File: config.mk
export PLATFORM = sky130hd
export DESIGN_NAME = serial_addsub_ctrl
export DESIGN_NICKNAME = d
export VERILOG_FILES = /design/src/rtl/alu_pkg.sv /design/src/rtl/full_adder.sv /design/src/rtl/serial_addsub_ctrl.sv
export SDC_FILE = /design/constraint.sdc
export NUM_CORES = 1
export LEC_CHECK = 0
export CAP_MARGIN = 20
export CORE_MARGIN = 2
export CORE_UTILIZATION = 30
export DETAILED_ROUTE_END_ITERATION = 8
export PLACE_DENSITY = 0.57
export RECOVER_POWER = 100
export SLEW_MARGIN = 5
export SYNTH_ARGS = -nofsm -noshare
export SYNTH_HDL_FRONTEND = slang
export SYNTH_SLANG_ARGS = --single-unit
File: constraint.sdc
create_clock -name clk -period 2 [get_ports clk]
set_clock_uncertainty 0.1 [all_clocks]
set_input_delay 0.3 -clock clk [delete_from_list [all_inputs] [get_ports clk]]
set_output_delay 0.3 -clock clk [all_outputs]
set_load 0.005 [all_outputs]
File: src/rtl/alu_pkg.sv
// Shared ALU encodings: opcode values and the serial sequencer state encoding.
package alu_pkg;

  localparam logic OP_ADD = 1'b0;
  localparam logic OP_SUB = 1'b1;

  typedef enum logic [1:0] {
    ST_IDLE = 2'd0,
    ST_RUN  = 2'd1,
    ST_DONE = 2'd2
  } state_t;

endpackage

File: src/rtl/full_adder.sv
// One-bit full adder cell, time-shared by the serial add/subtract sequencer.
module full_adder (
  input  logic a,
  input  logic b,
  input  logic cin,
  output logic sum,
  output logic cout
);

  assign sum  = a ^ b ^ cin;
  assign cout = (a & b) | (a & cin) | (b & cin);

endmodule

File: src/rtl/serial_addsub_ctrl.sv
// Bit-serial add/subtract sequencer: one full_adder, LSB first, one bit per clock.
//   state   | meaning
//   IDLE    | waiting for start, operands captured on accept
//   RUN     | one operand bit per clock through the shared adder
//   DONE    | one-cycle done pulse, result and flags valid
module serial_addsub_ctrl
  import alu_pkg::*;
#(
  parameter int WIDTH = 8
) (
  input  logic             clk,
  input  logic             rst_n,
  input  logic             start,
  input  logic             op,
  input  logic [WIDTH-1:0] a,
  input  logic [WIDTH-1:0] b,
  output logic             busy,
  output logic             done,
  output logic [WIDTH-1:0] result,
  output logic             carry,
  output logic             overflow,
  output logic             zero,
  output logic             negative
);

  localparam int CNT_W = (WIDTH > 1) ? $clog2(WIDTH) : 1;

  state_t             r_state;
  state_t             w_state_nxt;
  logic [WIDTH-1:0]   r_a_sr;
  logic [WIDTH-1:0]   r_b_sr;
  logic [WIDTH-2:0]   r_res_sr;
  logic               r_c;
  logic [CNT_W-1:0]   r_cnt;
  logic [WIDTH-1:0]   r_result;
  logic               r_carry;
  logic               r_overflow;
  logic               r_zero;
  logic               r_negative;
  logic               w_sum;
  logic               w_cout;
  logic               w_last;
  logic [WIDTH-1:0]   w_res_nxt;

  full_adder u_fa (
    .a    (r_a_sr[0]),
    .b    (r_b_sr[0]),
    .cin  (r_c),
    .sum  (w_sum),
    .cout (w_cout)
  );

  assign w_last    = (r_cnt == CNT_W'(WIDTH - 1));
  assign w_res_nxt = {w_sum, r_res_sr};

  always_comb begin
    w_state_nxt = r_state;
    case (r_state)
      ST_IDLE: if (start) w_state_nxt = ST_RUN;
      ST_RUN:  if (w_last) w_state_nxt = ST_DONE;
      ST_DONE: w_state_nxt = ST_IDLE;
      default: w_state_nxt = ST_IDLE;
    endcase
  end

  always_ff @(posedge clk or negedge rst_n) begin
    if (!rst_n) r_state <= ST_IDLE;
    else        r_state <= w_state_nxt;
  end

  always_ff @(posedge clk or negedge rst_n) begin
    if (!rst_n) begin
      r_a_sr     <= '0;
      r_b_sr     <= '0;
      r_res_sr   <= '0;
      r_c        <= 1'b0;
      r_cnt      <= '0;
      r_result   <= '0;
      r_carry    <= 1'b0;
      r_overflow <= 1'b0;
      r_zero     <= 1'b0;
      r_negative <= 1'b0;
    end else if (r_state == ST_IDLE) begin
      if (start) begin
        // SUB is a + ~b + 1: invert b and seed the carry with 1.
        r_a_sr <= a;
        r_b_sr <= (op == OP_SUB) ? ~b : b;
        r_c    <= (op == OP_SUB);
        r_cnt  <= '0;
      end
    end else if (r_state == ST_RUN) begin
      r_a_sr   <= {1'b0, r_a_sr[WIDTH-1:1]};
      r_b_sr   <= {1'b0, r_b_sr[WIDTH-1:1]};
      r_res_sr <= w_res_nxt[WIDTH-1:1];
      r_c      <= w_cout;
      r_cnt    <= r_cnt + 1'b1;
      if (w_last) begin
        // r_c still holds the carry into the MSB on this edge.
        r_result   <= w_res_nxt;
        r_carry    <= w_cout;
        r_overflow <= r_c ^ w_cout;
        r_zero     <= (w_res_nxt == '0);
        r_negative <= w_sum;
      end
    end
  end

  assign busy     = (r_state != ST_IDLE);
  assign done     = (r_state == ST_DONE);
  assign result   = r_result;
  assign carry    = r_carry;
  assign overflow = r_overflow;
  assign zero     = r_zero;
  assign negative = r_negative;

endmodule

==> results of run 1 <==
worst max path at each step:
stage	end	slack [ns]	cells past startpoint
after floorplan	carry	0.42	5
after global placement	r_cnt[0]	0.14	3
after detailed placement	r_cnt[0]	0.10	3
after CTS	busy	0.04	2
after global routing	busy	0.01	2
final	busy	0.07	2
registers in the layout (all words and copies together) (netlist names):
signal and flops:
r_a_sr 8, r_b_sr 8, result 8, r_res_sr 7
r_cnt 3, r_state 2, carry 1, overflow 1
r_c 1, zero 1
cells by family after synthesis:
kind of cell | count (synthesis) | synth area share
AOI/OAI and AO/OA | 32 | 0.126
xor gates and xnor gates | 9 | 0.0438
adders and majority gates | 3 | 0.0251
buffers and inverters | 13 | 0.0480
DFF | 40 | 0.557
muxes | 17 | 0.106
and+or+nand+nor | 31 | 0.0940
cells in the final DEF, fill, tap and decap left out, drive strengths merged, types with 3 or more instances in the layout:
cell type / count
a22oi: 7
dfrtp: 40
mux2: 17
buf: 4
nand2: 13
dlygate4sd3: 14
nor2: 8
xnor2: 9
clkbuf: 12
clkdlybuf4s50: 19
nor2b: 3
o21ai: 12
a221o: 7
a21oi: 3
where the power goes:
part           internal (W)  total (W)  leakage, nW  switching, W
Combinational      0.000659    0.00110        0.451      0.000442
Sequential          0.00115    0.00138        0.507      0.000228
Clock              0.000440   0.000702       0.0645      0.000262
Total               0.00225    0.00318         1.02      0.000932
metrics by stage:
step / util / hold WS [ns]
after CTS: 0.399 / 0.343
final: 0.396 / 0.381
after global routing: 0.396 / 0.420
after global placement: 0.376 / 0.121
after detailed placement: 0.376 / 0.119
after floorplan: - / -0.0956
cell type report:
type / count / area (µm²)
Clock buffer: 7 / 96.3
Inverter: 2 / 7.51
Timing Repair Buffer: 42 / 383
Fill cell: 572 / 3530
Multi-Input combinational cell: 92 / 706
Tap cell: 75 / 93.8
Sequential cell: 40 / 1000
Clock inverter: 1 / 30.0
layer usage:
metal  track usage  part of all wire
met5             0                 0
met4        0.0407            0.0045
met3        0.0275             0.034
met2         0.169              0.48
met1         0.139              0.48
worst max-delay path, delay by kind of cell (launching register included):
kind	cells	cell delay (ns)
buffers and inverters	1	0.45
flip-flops	1	0.47
AND/OR/NAND/NOR	1	0.33
timing repair:
action,4_1_cts,5_1_grt
gates resized for setup,0,0
hold buffers,1,0
hold endpoints to repair,13,0
==> flow_metrics.py, run 1 <==
metrics = {
    "floorplanning": {
        "coreArea_um2": 5850,
        "die_area_um2": 6630,
        "die_h_um": 81.4,
        "die_width_um": 81.4,
        "start_util": 0.307,
        "num_rows": 28,
        "io_pins": 34,
    },
    "detailed_routing": {
        "drc": 0,
        "drt_iter0_markers": 40,
        "drt-wirelength-per-cell_um": 12.0,
        "wirelength_mm": 3.11,
        "firstDrtPassIters": 4,
        "vias_per_cell": 4.56,
        "vias": 1182,
        "ant_nets": 0,
    },
    "pwr": {
        "powerDensity_nw_per_um2": 1370,
        "p_total_w": 0.00318,
        "power_leakage_nw": 1.02,
        "vdd_ir_drop_max_uv": 479,
    },
    "clocking": {
        "cts_root_buffer": "clkbuf_8",
        "htreeDepth": 2,
        "cts_sinks": 40,
        "cts_setup_buffers": 0,
        "clkTransAtPathRegs_ns": 0.07,
        "max-clock-path-buffers": 2,
        "clk_latency_ns": 0.28,
        "cts_buffers": 5,
        "tritoncts": "yes",
    },
    "logic_synthesis": {
        "async_reset_ff_frac": 1.00,
        "syn-cell-area_um2": 1800,
        "synth_edf_count": 0,
        "yosysWarnings": 0,
        "syn_nets": 168,
        "synth_top_area_frac": 0.557,
        "synthMostInstantiatedCell": "dfrtp_1",
        "synth_common_cells": "dfrtp_1, mux2_2, nand2_1",
        "synthTopCellsByArea": "dfrtp_1, mux2_2, xnor2_1, a221o_1, o21ai_0",
        "synth_top_cell_by_area": "dfrtp_1",
        "synthFlopType": "dfrtp_1",
        "synthCells": 145,
        "avgSynthCellArea_um2": 12.4,
        "synth-seq-cells": 40,
        "synth_seq_area_share": 0.557,
        "synth.distinct_cells": 27,
    },
    "placement": {
        "place_ws_ns": 0.101,
        "gp_congestion": 0.681,
        "dp_cells": 250,
        "dp_hpwl_mm": 2.26,
        "placed_cell_area_um2": 2200,
        "port_buffers": 33,
    },
    "global_routing": {
        "grt_pass1_wl_mm": 5.48,
        "grt.total_usage": 0.106,
        "grt_overflow": 0,
        "antenna_found_initial": 0,
        "grt_max_degree": 20,
        "grt_pass1_vias": 1188,
    },
    "setup_path": {
        "r2r-end": "r_cnt[0]",
        "crit_fanout": 7,
        "critPathCaptureType": "output pin",
        "cp-start-kind": "flop",
        "slowest_stage": "dfrtp_1",
        "cp.required_ns": 1.60,
        "max_stage_delay_ns": 0.47,
        "regToRegSetupSlack_ns": 0.23,
        "arrival_ns": 1.53,
        "reg2reg_from": "r_state[0]",
        "path_cells": "or2_2, clkdlybuf4s50_1",
        "critical_path.startpoint": "r_state[0]",
        "r2r_cells": 3,
        "path_class": "flop to output pin",
    },
    "sta": {
        "rsz0062_at_grt": "no",
        "final.setup.worst_slack_ns": 0.0682,
        "setup_viol": 0,
        "slew_headroom": 0.474,
        "worstMarginPinSlew_ns": 0.790,
        "setup_tns_ns": 0,
        "period_share": 0.966,
        "fmax_ghz": 0.518,
        "hold_viol": 0,
        "finalMaxSlewViolations": 0,
        "min_period_ns": 1.93,
    },
    "cells_and_area": {
        "diodes": 0,
        "fin_nets": 206,
        "drive_above_1_share": 0.196,
        "instances_no_fill": 259,
        "area_delta_synth_final_pct": 28.9,
        "stdcell_area_um2": 2320,
    },
    "hold_path": {
        "hold_depth": 2,
        "hold_end": "overflow",
        "hold_path.class": "flop to flop",
        "min-delay-start": "overflow",
    },
    "status": {
        "status": "finished, final reports clean",
    },
    "run": {
        "cap_violations": 0,
    },
}
No activity file was read; power rests on OpenSTA's default activity.
==> run 2: changes to the inputs <==
--- a/config.mk
+++ b/config.mk
@@ -5,7 +5,7 @@
 export SDC_FILE = /design/constraint.sdc
 export NUM_CORES = 1
 export LEC_CHECK = 0
-export CAP_MARGIN = 20
+export CORE_ASPECT_RATIO = 0.75
 export CORE_MARGIN = 2
 export CORE_UTILIZATION = 30
 export DETAILED_ROUTE_END_ITERATION = 8
==> run 2 against run 1 <==
  * Worst hold slack improved by 0.017 ns
  * Cell area shrank 0.65%
  * Setup slack better by 0.015 ns
  * Wire length is 6.4% higher
  * Via count is 2.7% higher
  * Non-clock buffer count decreased by 1
  * Maximum frequency grew 0.77%
  * Register-to-register slack got worse by 0.08 ns
  * First-iteration DRC count down 50%
  * Clock power down 4.3%
  * Utilization rose by 0.12 points
  * Cell count increased by 0.77%
  * Critical endpoint unchanged
  * Highest routed layer unchanged
==> flow_metrics.py, run 2 (same netlist as run 1, synthesis figures left out) <==
metrics = {
    "sta": {
        "fmax_ghz": 0.522,
        "min_period_ns": 1.92,
        "rsz0062_at_grt": "no",
        "final.setup.worst_slack_ns": 0.0830,
        "worstMarginPinSlew_ns": 0.960,
        "period_share": 0.958,
        "setup_viol": 0,
        "finalMaxSlewViolations": 0,
        "slew_headroom": 0.360,
        "holdWs_ns": 0.398,
        "hold_viol": 0,
    },
    "setup_path": {
        "path_cells": "or2_2, clkdlybuf4s50_1",
        "crit_fanout": 5,
        "worst-path-buf-inv": 1,
        "cp_top_family": "buffers and inverters",
        "r2r_cells": 4,
        "max_stage_delay_ns": 0.46,
        "cp.required_ns": 1.60,
        "critical_path.startpoint": "r_state[1]",
        "critPathCaptureType": "output pin",
        "path_class": "flop to output pin",
        "cp-start-kind": "flop",
        "cp.depth": 2,
        "arrival_ns": 1.52,
        "reg2reg_from": "r_cnt[0]",
        "slowest_stage": "clkdlybuf4s50_1",
    },
    "global_routing": {
        "grt_pass1_vias": 1233,
        "antenna_found_initial": 0,
        "grt.total_usage": 0.110,
        "grt_overflow": 0,
        "grt_max_degree": 41,
        "grt_pass1_wl_mm": 5.74,
    },
    "floorplanning": {
        "die_width_um": 93.4,
        "num_rows": 24,
        "die_h_um": 71.0,
        "die_area_um2": 6630,
        "io_pins": 34,
        "coreArea_um2": 5800,
        "start_util": 0.310,
    },
    "detailed_routing": {
        "vias_per_cell": 4.65,
        "wirelength_mm": 3.31,
        "drt_iter0_markers": 20,
        "drt-met1-wl_mm": 1.60,
        "vias": 1214,
        "ant_nets": 0,
        "top_layer_used": "met4",
        "dr_wl_met2_mm": 1.49,
        "drt-wirelength-per-cell_um": 12.7,
        "wl_met3_um": 180,
        "drc": 0,
        "firstDrtPassIters": 4,
    },
    "pwr": {
        "vdd_ir_drop_max_uv": 438,
        "p_total_w": 0.00316,
        "power_leakage_nw": 1.00,
        "powerDensity_nw_per_um2": 1370,
    },
    "cells_and_area": {
        "drive_above_1_share": 0.197,
        "final_common_cell": "dfrtp_1",
        "instances_no_fill": 261,
        "diodes": 0,
        "area_delta_synth_final_pct": 28.0,
        "fin_nets": 205,
        "postLayoutCoreUtil": 0.397,
        "final_cell_mix": "dfrtp_1, clkdlybuf4s50_1, mux2_2",
    },
    "placement": {
        "gp_congestion": 0.714,
        "dp_cells": 249,
        "port_buffers": 33,
        "dp_hpwl_mm": 2.38,
        "place_ws_ns": -0.0196,
    },
    "clocking": {
        "max-clock-path-buffers": 2,
        "tritoncts": "yes",
        "cts_root_buffer": "clkbuf_8",
        "clkTransAtPathRegs_ns": 0.08,
        "cts_buffers": 5,
        "htreeDepth": 2,
        "clk_latency_ns": 0.30,
        "cts_sinks": 40,
    },
    "hold_path": {
        "hold_path.class": "flop to flop",
        "min-delay-start": "overflow",
        "hold_depth": 2,
    },
    "run": {
        "cap_violations": 0,
    },
    "status": {
        "status": "finished, final reports clean",
    },
}
run 2: area by class of cell:
class                   instances  area (µm²)
clock buffers                   5        68.8
clock inverters                 3        46.3
fillers                       581        3490
inverters                       2        7.51
multi-input cells              92         698
flip-flops and latches         40        1000
well taps                      78        97.6
repair buffers                 41         382
run 2: worst min-delay path, delay by kind of cell, from the launching register on:
kind	cells	cell delay, ns
compound gates	1	0.07
flops	1	0.34
simple gates	1	0.05
run 2: per-layer routing:
metal / vias up / global-route usage
li1: 582 / -
met4: 0 / 0.0441
met2: 35 / 0.172
met1: 589 / 0.143
met3: 8 / 0.0341
met5: - / 0
run 2: path summary, 6_finish.rpt:
check / end / slack (ns)
min reg2reg: overflow / 0.40
min: overflow / 0.40
min in group asynchronous: result[3] / 0.67
max in group asynchronous: r_state[1] / 0.48
max: busy / 0.08
max reg2reg: result[6] / 0.15
run 2: report_power, final:
part	total, W	internal [W]	switching [W]
Combinational	0.00111	0.000654	0.000454
Sequential	0.00138	0.00115	0.000229
Clock	0.000672	0.000376	0.000296
Total	0.00316	0.00218	0.000979
run 2: what timing repair did:
item | in CTS | in global routing
setup endpoints to repair | 1 | 1
setup buffers | 0 | 3
hold buffers | 1 | 0
gates resized for setup | 1 | 0
hold endpoints to repair | 40 | 0
run 2: stage by stage:
stage	TNS, ns	cell area (µm²)
after floorplan	0	1800
after global placement	0	2170
after detailed placement	-0.0196	2170
after CTS	0	2300
after global routing	0	2300
final	0	2300
